--- config.mk ---
export PLATFORM = sky130hd
export DESIGN_NAME = oc_event_unit
export DESIGN_NICKNAME = d
export VERILOG_FILES = /design/src/rtl/oc_event_unit.sv
export SDC_FILE = /design/constraint.sdc
export NUM_CORES = 1
export LEC_CHECK = 0
export CORE_ASPECT_RATIO = 0.9
export CORE_MARGIN = 3
export CORE_UTILIZATION = 40
export DETAILED_ROUTE_END_ITERATION = 8
export PLACE_DENSITY = 0.69
export SYNTH_ARGS = -nofsm -noshare
export SYNTH_HDL_FRONTEND = slang
export SYNTH_SLANG_ARGS = --single-unit
export TNS_END_PERCENT = 30
--- constraint.sdc ---
create_clock -name clk -period 2 [get_ports clk]
set_clock_uncertainty 0.1 [all_clocks]
set_input_delay 0.2 -clock clk [delete_from_list [all_inputs] [get_ports clk]]
set_output_delay 0.2 -clock clk [all_outputs]
set_load 0.03 [all_outputs]
--- src/rtl/oc_event_unit.sv ---
// rtl/oc_event_unit.sv - compare-match event stage: edge detect, OC pin, match counter, irq/ovf
//
// Optional feature macro: OC_PULSE_EN (adds oc_pulse port, PULSE_LEN/PL_W parameters
// and the pulse-stretch FSM; absent from the default build).
//
// Ports:
//   clk        in   1      system clock, all logic on posedge
//   rst_n      in   1      asynchronous active-low reset
//   ocr_match  in   1      compare-match level, synchronous to clk
//   enable     in   1      1 = events act on outputs/counters
//   mode       in   2      00 off, 01 toggle, 10 clear, 11 set oc_out on event
//   irq_ack    in   1      1-cycle strobe, clears irq and ovf
//   match_evt  out  1      1-cycle pulse per accepted match event
//   oc_out     out  1      output-compare pin
//   irq        out  1      sticky interrupt request
//   ovf        out  1      sticky: event arrived while irq already set
//   match_cnt  out  CNT_W  accepted event count, wraps
//   oc_pulse   out  1      stretched event pulse (OC_PULSE_EN only)
module oc_event_unit #(
  parameter int CNT_W = 16
`ifdef OC_PULSE_EN
  , parameter int PULSE_LEN = 1024
  , parameter int PL_W      = 11
`endif
) (
  input  logic             clk,
  input  logic             rst_n,
  input  logic             ocr_match,
  input  logic             enable,
  input  logic [1:0]       mode,
  input  logic             irq_ack,
  output logic             match_evt,
  output logic             oc_out,
  output logic             irq,
  output logic             ovf,
  output logic [CNT_W-1:0] match_cnt
`ifdef OC_PULSE_EN
  , output logic           oc_pulse
`endif
);

  localparam logic [1:0] MODE_OFF    = 2'b00;
  localparam logic [1:0] MODE_TOGGLE = 2'b01;
  localparam logic [1:0] MODE_CLEAR  = 2'b10;
  localparam logic [1:0] MODE_SET    = 2'b11;

  logic match_d;
  logic match_edge;
  logic evt;

  // match_d resets to 0, so a level already high at reset release counts as an edge.
  assign match_edge = ocr_match & ~match_d;
  assign evt        = match_edge & enable;

  always_ff @(posedge clk or negedge rst_n) begin
    if (!rst_n) begin
      match_d   <= 1'b0;
      match_evt <= 1'b0;
      match_cnt <= '0;
    end else begin
      match_d   <= ocr_match;
      match_evt <= evt;
      if (evt) begin
        match_cnt <= match_cnt + CNT_W'(1);
      end
    end
  end

  // Mode 00 disconnects the pin and wins over any event; other modes act only on evt.
  always_ff @(posedge clk or negedge rst_n) begin
    if (!rst_n) begin
      oc_out <= 1'b0;
    end else if (mode == MODE_OFF) begin
      oc_out <= 1'b0;
    end else if (evt) begin
      case (mode)
        MODE_TOGGLE: oc_out <= ~oc_out;
        MODE_CLEAR:  oc_out <= 1'b0;
        MODE_SET:    oc_out <= 1'b1;
        default:     oc_out <= 1'b0;
      endcase
    end
  end

  // An ack coinciding with a new event retires the old request but keeps the new one,
  // so evt has priority for irq while the ack still clears ovf.
  always_ff @(posedge clk or negedge rst_n) begin
    if (!rst_n) begin
      irq <= 1'b0;
      ovf <= 1'b0;
    end else begin
      if (evt) begin
        irq <= 1'b1;
      end else if (irq_ack) begin
        irq <= 1'b0;
      end
      if (irq_ack) begin
        ovf <= 1'b0;
      end else if (evt && irq) begin
        ovf <= 1'b1;
      end
    end
  end

`ifdef OC_PULSE_EN
  localparam logic [0:0]      ST_IDLE   = 1'b0;
  localparam logic [0:0]      ST_ACTIVE = 1'b1;
  localparam logic [PL_W-1:0] PL_RELOAD = PL_W'(PULSE_LEN - 1);

  logic [0:0]      pl_state;
  logic [PL_W-1:0] pl_cnt;

  // Loading PULSE_LEN-1 on the event edge gives exactly PULSE_LEN high cycles,
  // starting in the same cycle as match_evt; a retrigger simply reloads.
  always_ff @(posedge clk or negedge rst_n) begin
    if (!rst_n) begin
      pl_state <= ST_IDLE;
      pl_cnt   <= '0;
    end else begin
      case (pl_state)
        ST_IDLE: begin
          if (evt) begin
            pl_state <= ST_ACTIVE;
            pl_cnt   <= PL_RELOAD;
          end
        end
        ST_ACTIVE: begin
          if (evt) begin
            pl_cnt <= PL_RELOAD;
          end else if (pl_cnt == '0) begin
            pl_state <= ST_IDLE;
          end else begin
            pl_cnt <= pl_cnt - PL_W'(1);
          end
        end
        default: begin
          pl_state <= ST_IDLE;
          pl_cnt   <= '0;
        end
      endcase
    end
  end

  // Decoded straight from the state register so reset drops it without waiting for clk.
  assign oc_pulse = (pl_state == ST_ACTIVE);
`endif

endmodule

### Yosys cells after proc, flatten, opt, wreduce, memory -nomap -nowiden

Cells that the tools add are included.

* register bits after elaboration: 21
* input bits: 7
* word-level logic and storage cells: 25
* output and inout bits: 20

* equality and inequality tests: 2
* multiplexer cells: 7
* reductions and logical operators: 5
* $add $sub $neg: 1
* bitwise gates (word level): 4

Operators by type and width (number)
* adder 16 x 1 -> 16 bit (second input constant): 1
* 2-to-1 mux 1 bit: 6
* nonzero test 2 bit: 3
* bitwise AND 1 bit: 2
* equality test 2 x 1 -> 1 bit (second input constant): 1
* equality test 2 bit (second input constant): 1
* zero test 2 bit: 1
* inverter 1 bit: 2
* one-hot mux 1 bit (2 select lines): 1
* logical AND 1 bit: 1

### Longest topological paths before layout

Gate-level depths: netlist of run 1.

* word-level depth: 6
* mapped depth: 5
* gate-level depth less buffers: 5

### Worst setup path before layout of run 1

Ideal clock, no wire load.

* kind: reg-to-reg
* start: register match_cnt[0]
* end: register match_cnt[12]
* slack: 0.280 ns
* data arrival time: 1.486 ns
* period minus slack after synthesis: 1.720 ns
* path buffers: 0
* library setup time: 0.134 ns
* data required time: 1.766 ns
* stages on the path, launching flop included: 6
* cells stage by stage: dfrtp_1 > ha_1 > nand3_1 > nor4_4 > nand3_1 > xnor2_1

* word-level cells in the longest chain between the ends: 1

Ends and longest elaborated chain
* start: declaration: line 36 `output logic [CNT_W-1:0] match_cnt`
* start signal: assignment: line 64 `match_cnt <= match_cnt + CNT_W'(1);`
* adder 16 x 1 -> 16 bit: line 64

No other way between the ends.
A chain may end at the register's enable or synchronous reset.

### Final worst setup path of run 1

* start: register match_cnt[4]
* end: output port match_cnt[4]

No word-level cell between the ends.

==> qor.txt, run 1 <==
Yosys top cell by area -> sky130_fd_sc_hd__dfrtp_1
Detailed-route wire length per cell -> 12.73 µm
Post-synth top flop -> sky130_fd_sc_hd__dfrtp_1
RSZ-0062 raised after global routing -> no
Leak -> 0.5552 nW
Arrival time at the worst endpoint -> 1.52 ns
Final Hold Viols -> 0
Endpoint kind of the worst setup timing path -> output port
Post-synth top area share -> 56.53%
Via density per instance -> 4.962
Total power draw -> 0.001080 W
Count of flip-flops with a built-in enable after synthesis -> 0
Clock Tree Root -> sky130_fd_sc_hd__clkbuf_4
Number of global-route vias before repair -> 665
Worst min-delay path category -> in2async
First-pass GRT wire length -> 2918 µm
Type of element launching the critical path -> flip-flop
Number of design-rule violations left by the first detailed-router iteration -> 5
Nets -> 115
Max-cap violation count -> 0
Crit path kind -> reg2out
Async set-or-reset flop fraction in the synthesized netlist -> 100.0%
Crit-path max FO -> 6
Maximum clock insertion buffer count -> 2
Post-Synthesis Cell Area -> 929.6 µm²
TritonCTS buffer count -> 3
Std cell rows -> 15
Total congestion overflow -> 0
Count of final setup violators -> 0
Total via count in the routed design -> 650
Die ar. -> 0.002939 mm²
Post-CTS setup-driven buffer insertion count -> 0
Share of the clock period used by the worst path after layout -> 91.07%
Area contributors post-synth -> sky130_fd_sc_hd__dfrtp_1 (57%), sky130_fd_sc_hd__xnor2_1 (9.4%), sky130_fd_sc_hd__xor2_1 (4.7%)
Slowest-stage cell, CP -> sky130_fd_sc_hd__clkdlybuf4s50_1
Global router's overall resource usage -> 12.97%
Clock sink count -> 21
Mapped Cells -> 76
Maximum number of pins on one net before global-route repair -> 22
Accumulated negative setup slack -> 0 ns
Area grow syn2layout -> 33.92%
Max H-tree Level -> 1
Antenna violations before repair -> 0
ANT cells -> 0
Vertical die dimension -> 51.74 µm
Port buffer count -> 26
Placer Congestion -> 0.7195
TritonRoute pass-1 iters -> 4
Antenna-violating nets left -> 0
Area of the core -> 0.002046 mm²
CTS tree -> yes
Number of slew-limit violations in the final report -> 0
R2R setup slack -> 0.36 ns
Most frequent cells after synthesis -> sky130_fd_sc_hd__dfrtp_1 (21), sky130_fd_sc_hd__nand2_1 (10), sky130_fd_sc_hd__xnor2_1 (10)
Post-synth net total -> 84
Series of cell instances along the critical path -> clkdlybuf4s50_1
Fraction of power spent switching nets -> 35.42%
Initial core utilization -> 45.44%
Worst voltage drop across the vdd grid -> 0.7027 mV
Status -> finished, final reports clean
Required @ worst endpoint -> 1.70 ns
Largest delay contributor family on the critical path -> buffers and inverters
Internal portion of total power -> 0.0006977 W
DR DRC count -> 0
Tmin final -> 1.821 ns
Most instantiated library cell after synthesis -> sky130_fd_sc_hd__dfrtp_1
Number of filler cells placed in the layout -> 172
Switch Pwr -> 0.0003826 W
Power per cell area -> 867.7 mW/mm²
Clock transition at the register clock pins on the worst setup and hold paths after CTS -> 0.12 ns
Portion of total power attributed to combinational logic -> 29.8%
Post-detailed-routing wire length -> 1668 µm
Die width -> 56.82 µm
Fraction of layout cells with a size suffix above 1 -> 9.434%
Share of the yosys chip area belonging to registers -> 56.53%
Count of cells resized by post-cts repair -> 0
Hold bufs inserted after CTS -> 0
Clk network pwr share -> 19.0%
Worst skew pair latency -> 0.31 ns
Number of register bits inferred by synthesis -> 21
Post-Syn Area per Cell -> 12.23 µm²
Biggest cell delay along the critical path -> 0.72 ns
I/O pins -> 27
Sequential group share of total power -> 51.2%
Worst-margin pin slew -> 0.3346 ns
Combined buffer and inverter count along the critical path -> 1
Detailed Place HPWL -> 1233 µm
Slew Limit Headroom -> 77.62%
Synth Warn # -> 0
Highest achievable clock rate -> 549.1 MHz
Count of unique library cells instantiated by Yosys -> 20
## worst register-to-register path, stage by stage, from the launching register on
cell,delay [ns]
sky130_fd_sc_hd__dfrtp_1,0.46
sky130_fd_sc_hd__ha_1,0.21
sky130_fd_sc_hd__nand3_1,0.15
sky130_fd_sc_hd__nor4_4,0.36
sky130_fd_sc_hd__nand3_1,0.14
sky130_fd_sc_hd__xnor2_1,0.14
## path summary, 6_finish.rpt
kind,from,endpoint,cells past startpoint
worst max register to register,match_cnt[0],match_cnt[12],5
worst min-delay path,rst_n,match_cnt[10],2
worst max-delay path,match_cnt[4],match_cnt[4],1
worst min register to register,match_cnt[15],match_cnt[15],1
min in group clk,ocr_match,match_d,1
max in group asynchronous,rst_n,match_cnt[13],2
## layer usage
| metal | vias to the layer above | routed length (µm) | GRT usage [%] |
|---|---|---|---|
| met4 | 0 | 26 | 4.633 |
| met5 | - | 0 | 0 |
| met2 | 25 | 727 | 21.35 |
| met3 | 5 | 123 | 4.963 |
| li1 | 318 | - | - |
| met1 | 302 | 791 | 15.59 |
## layout by cell type (no fill, tap or decap), drive strengths merged
cell and count:
clkdlybuf4s50 26, dfrtp 21, nand2 10, xnor2 10, nor2 6, xor2 5
nand3 4, nand4 4, clkbuf 3, inv 2, or2 2, nor4 2
a21oi 2, nor3 2, nand3b 1, and4 1, nor3b 1, o21ai 1
ha 1, clkinv 1, buf 1
## final cells by class
cell class / count / area (µm²) / area share (%)
inverters: 2 / 7.507 / 0.6030
repair buffers: 27 / 267.8 / 21.51
clock buffers: 3 / 22.52 / 1.809
flip-flops and latches: 21 / 525.5 / 42.21
well taps: 25 / 31.28 / 2.513
clock inverters: 1 / 5.005 / 0.4020
multi-input cells: 52 / 385.4 / 30.95
## logic make-up (layout without fill, tap and decap cells)
logic type,count (synthesis),after routing,synth area share (%)
compound gates,3,3,1.615
flops,21,21,56.53
simple gates,33,33,24.36
fa+ha+maj,1,1,1.346
buf+inv,3,33,2.019
xor+xnor,15,15,14.13
## per-stage QoR
stage / cells / utilization [%] / area, µm² / hold WS, ns / setup WS [ns]
6_report: 131 / 60.86 / 1245 / 0.1236 / 0.1787
2_1_floorplan: 76 / - / 929.6 / -0.1956 / 0.2797
4_1_cts: 131 / 60.86 / 1245 / 0.1208 / 0.1526
3_3_place_gp: 127 / 59.51 / 1217 / 0.3650 / 0.1996
5_1_grt: 131 / 60.86 / 1245 / 0.1331 / 0.1104
3_5_place_dp: 127 / 59.51 / 1217 / 0.3708 / 0.1983
## registers in the layout, indices dropped and copies added (netlist names)
| register | cells |
|---|---|
| irq | 1 |
| match_cnt | 16 |
| match_d | 1 |
| match_evt | 1 |
| oc_out | 1 |
| ovf | 1 |
## power by group through the flow
stage	Sequential, W	Clock [W]	Combinational (W)
CTS	0.000553	0.000218	0.000326
global placement	0.000558	0	0.000320
finish	0.000553	0.000205	0.000322
global route	0.000562	0.000238	0.000342
detailed placement	0.000560	0	0.000325
floorplan	0.000657	0	0.0000727
Note: power is estimated with default switching activity, not from simulation.
==> inputs of run 2 (changes only) <==
- CAP_MARGIN: not set -> 40
==> results of run 2 <==
The final DEF is identical to that of run 1; final timing and power are the same.
==> inputs of run 3 (changes only) <==
- CORE_UTILIZATION: 40 -> 27
- PLACE_DENSITY: 0.69 -> not set
==> run 3 against run 2 <==
Flip-flop and latch count stayed put. Sequential power barely moved. Critical path depth is the same. Fmax up 2.7%.
==> qor.txt, run 3 (same netlist as run 1, synthesis figures left out) <==
Status -> finished, final reports clean
Die ar. -> 0.004184 mm² (+42%)
Fraction of power spent switching nets -> 33.61% (-1.8 points)
Pre-CTS setup slack -> 0.2259 ns (+0.02758 ns)
TritonRoute pass-1 iters -> 3 (-1)
Path depth of the worst reg2reg path -> 5 (unchanged)
Final Hold Viols -> 0 (unchanged)
Area grow syn2layout -> 38.09%
Nets -> 115 (unchanged)
Storage element area -> 525.5 µm² (unchanged)
Count of cells resized by post-cts repair -> 0 (unchanged)
Number of global-route vias before repair -> 665 (unchanged)
Max reg flops -> 16 (unchanged)
Arrival time at the worst endpoint -> 1.47 ns (-0.05 ns)
Highest achievable clock rate -> 564.1 MHz (+2.7%)
Total via count in the routed design -> 631 (-2.9%)
Required @ worst endpoint -> 1.70 ns (about the same)
Std cell rows -> 19 (+4)
Vertical die dimension -> 61.67 µm (+19%)
RSZ-0062 raised after global routing -> no
Area of the core -> 0.003162 mm² (+55%)
Total congestion overflow -> 0 (unchanged)
Fraction of layout cells with a size suffix above 1 -> 8.491% (-0.94 points)
Clock sink count -> 21 (unchanged)
Max-cap violation count -> 0 (unchanged)
Sequential group share of total power -> 48.4% (-2.8 points)
Final-layout worst hold slack -> 0.1782 ns (+0.05464 ns)
Capturing point of the worst reg2reg path -> match_cnt[12]
Series of cell instances along the critical path -> clkdlybuf4s50_1
DR DRC count -> 0 (unchanged)
Post-detailed-routing wire length -> 1696 µm (+1.7%)
Placer Congestion -> 0.7032 (-2.3%)
Launch instance of the worst register-to-register path -> match_cnt[0]
Non-filler cells in the finished layout -> 148 (+13%)
Tmin final -> 1.773 ns (-0.04846 ns)
Slew Limit Headroom -> 78.60% (+0.98 points)
Count of final setup violators -> 0 (unchanged)
Combined area of the multi-input logic cells -> 385.4 µm² (unchanged)
Hold bufs inserted after CTS -> 0 (unchanged)
Power per cell area -> 895.2 mW/mm² (+3.2%)
Clk network pwr share -> 23.9% (+4.9 points)
Antenna violations before repair -> 0 (unchanged)
Switch Pwr -> 0.0003862 W (+0.95%)
TritonCTS buffer count -> 3 (unchanged)
Worst-margin pin slew -> 0.3201 ns (-0.01459 ns)
Post-CTS setup-driven buffer insertion count -> 0 (unchanged)
Share of the clock period used by the worst path after layout -> 88.64% (-2.4 points)
Endpoint kind of the worst setup timing path -> output port
Number of design-rule violations left by the first detailed-router iteration -> 6 (+1)
Antenna-violating nets left -> 0 (unchanged)
Global router's overall resource usage -> 10.24% (-2.7 points)
Worst skew pair latency -> 0.26 ns (-0.05 ns)
Leak -> 0.5602 nW (+0.91%)
First-pass GRT wire length -> 3098 µm (+6.2%)
Die width -> 67.85 µm (+19%)
Leading cell types in the layout, fill and taps excluded -> sky130_fd_sc_hd__clkdlybuf4s50_1 (26), sky130_fd_sc_hd__dfrtp_1 (21), sky130_fd_sc_hd__nand2_1 (10), sky130_fd_sc_hd__xnor2_1 (10), sky130_fd_sc_hd__nor2_1 (6)
Crit path kind -> reg2out
Number of slew-limit violations in the final report -> 0 (unchanged)
Port buffer count -> 26 (unchanged)
Clock Tree Root -> sky130_fd_sc_hd__clkbuf_8
Worst setup path start -> match_cnt[4]
Slowest-stage cell, CP -> sky130_fd_sc_hd__clkdlybuf4s50_1
Initial core utilization -> 29.40% (-16 points)
I/O pins -> 27 (unchanged)
Crit-path max FO -> 6 (unchanged)
Worst voltage drop across the vdd grid -> 0.5893 mV (-16%)
Detailed-route wire length per cell -> 11.46 µm (-10%)
Worst path setup slack after routing -> 0.2272 ns (+0.04846 ns)
Max H-tree Level -> 1 (unchanged)
R2R setup slack -> 0.39 ns (+0.03 ns)
Portion of total power attributed to combinational logic -> 27.7% (-2.1 points)
Internal portion of total power -> 0.0007630 W (+9.4%)
Worst min-delay path category -> in2async
Maximum number of pins on one net before global-route repair -> 22 (unchanged)
Number of filler cells placed in the layout -> 308 (+79%)
Combined buffer and inverter count along the critical path -> 1 (unchanged)
Accumulated negative setup slack -> 0 ns (unchanged)
Placed instance count -> 144 (+13%)
Largest delay contributor family on the critical path -> buffers and inverters
ANT cells -> 0 (unchanged)
Register with the most flip-flops -> match_cnt
Commonest non-fill, non-tap cell in the layout -> sky130_fd_sc_hd__clkdlybuf4s50_1
Detailed Place HPWL -> 1285 µm (+4.2%)
Biggest cell delay along the critical path -> 0.73 ns (about the same)
CTS tree -> yes
Via density per instance -> 4.264 (-14%)
Type of element launching the critical path -> flip-flop
Clock transition at the register clock pins on the worst setup and hold paths after CTS -> 0.07 ns (-0.05 ns)
Maximum clock insertion buffer count -> 2 (unchanged)
## run 3: cell types whose count changed in the layout (fill, tap and decap cells not counted), sizes merged
cell | previous run | this run
clkbuf | 3 | 4
clkinv | 1 | 0
## run 3: final cells by class
| type | instances | share of cell area, % |
|---|---|---|
| timing repair buffer | 27 | 20.86 |
| sequential | 21 | 40.94 |
| tap | 42 | 4.094 |
| multi-input combinational | 52 | 30.02 |
| clock buffer | 4 | 3.509 |
| inverter | 2 | 0.5848 |
## run 3: metrics by stage
step           util, %  instance area, µm²  total power (W)
2_1_floorplan        -               929.6        0.0007295
3_3_place_gp     39.18                1239        0.0008827
3_5_place_dp     39.18                1239        0.0008848
4_1_cts          40.60                1284         0.001166
5_1_grt          40.60                1284         0.001212
6_report         40.60                1284         0.001149
## run 3: worst max path at each step
stage                     to  cells past startpoint
2_1_floorplan  match_cnt[12]                      5
3_3_place_gp   match_cnt[12]                      5
3_5_place_dp   match_cnt[13]                      5
4_1_cts         match_cnt[4]                      1
5_1_grt         match_cnt[4]                      1
6_report        match_cnt[4]                      1
## run 3: layer usage
metal / vias to the layer above / track usage [%] / part of all wire [%]
met5: - / 0 / 0
met4: 0 / 4.249 / 1.8
met3: 4 / 4.562 / 8.2
met2: 23 / 14.42 / 40
met1: 289 / 13.67 / 50
li1: 315 / - / -
## run 3: power groups by stage
stage / logic [W] / registers (W) / clock network (W)
2_1_floorplan: 0.0000727 / 0.000657 / 0
3_3_place_gp: 0.000319 / 0.000564 / 0
3_5_place_dp: 0.000322 / 0.000563 / 0
4_1_cts: 0.000323 / 0.000557 / 0.000286
5_1_grt: 0.000342 / 0.000571 / 0.000299
6_report: 0.000318 / 0.000556 / 0.000275
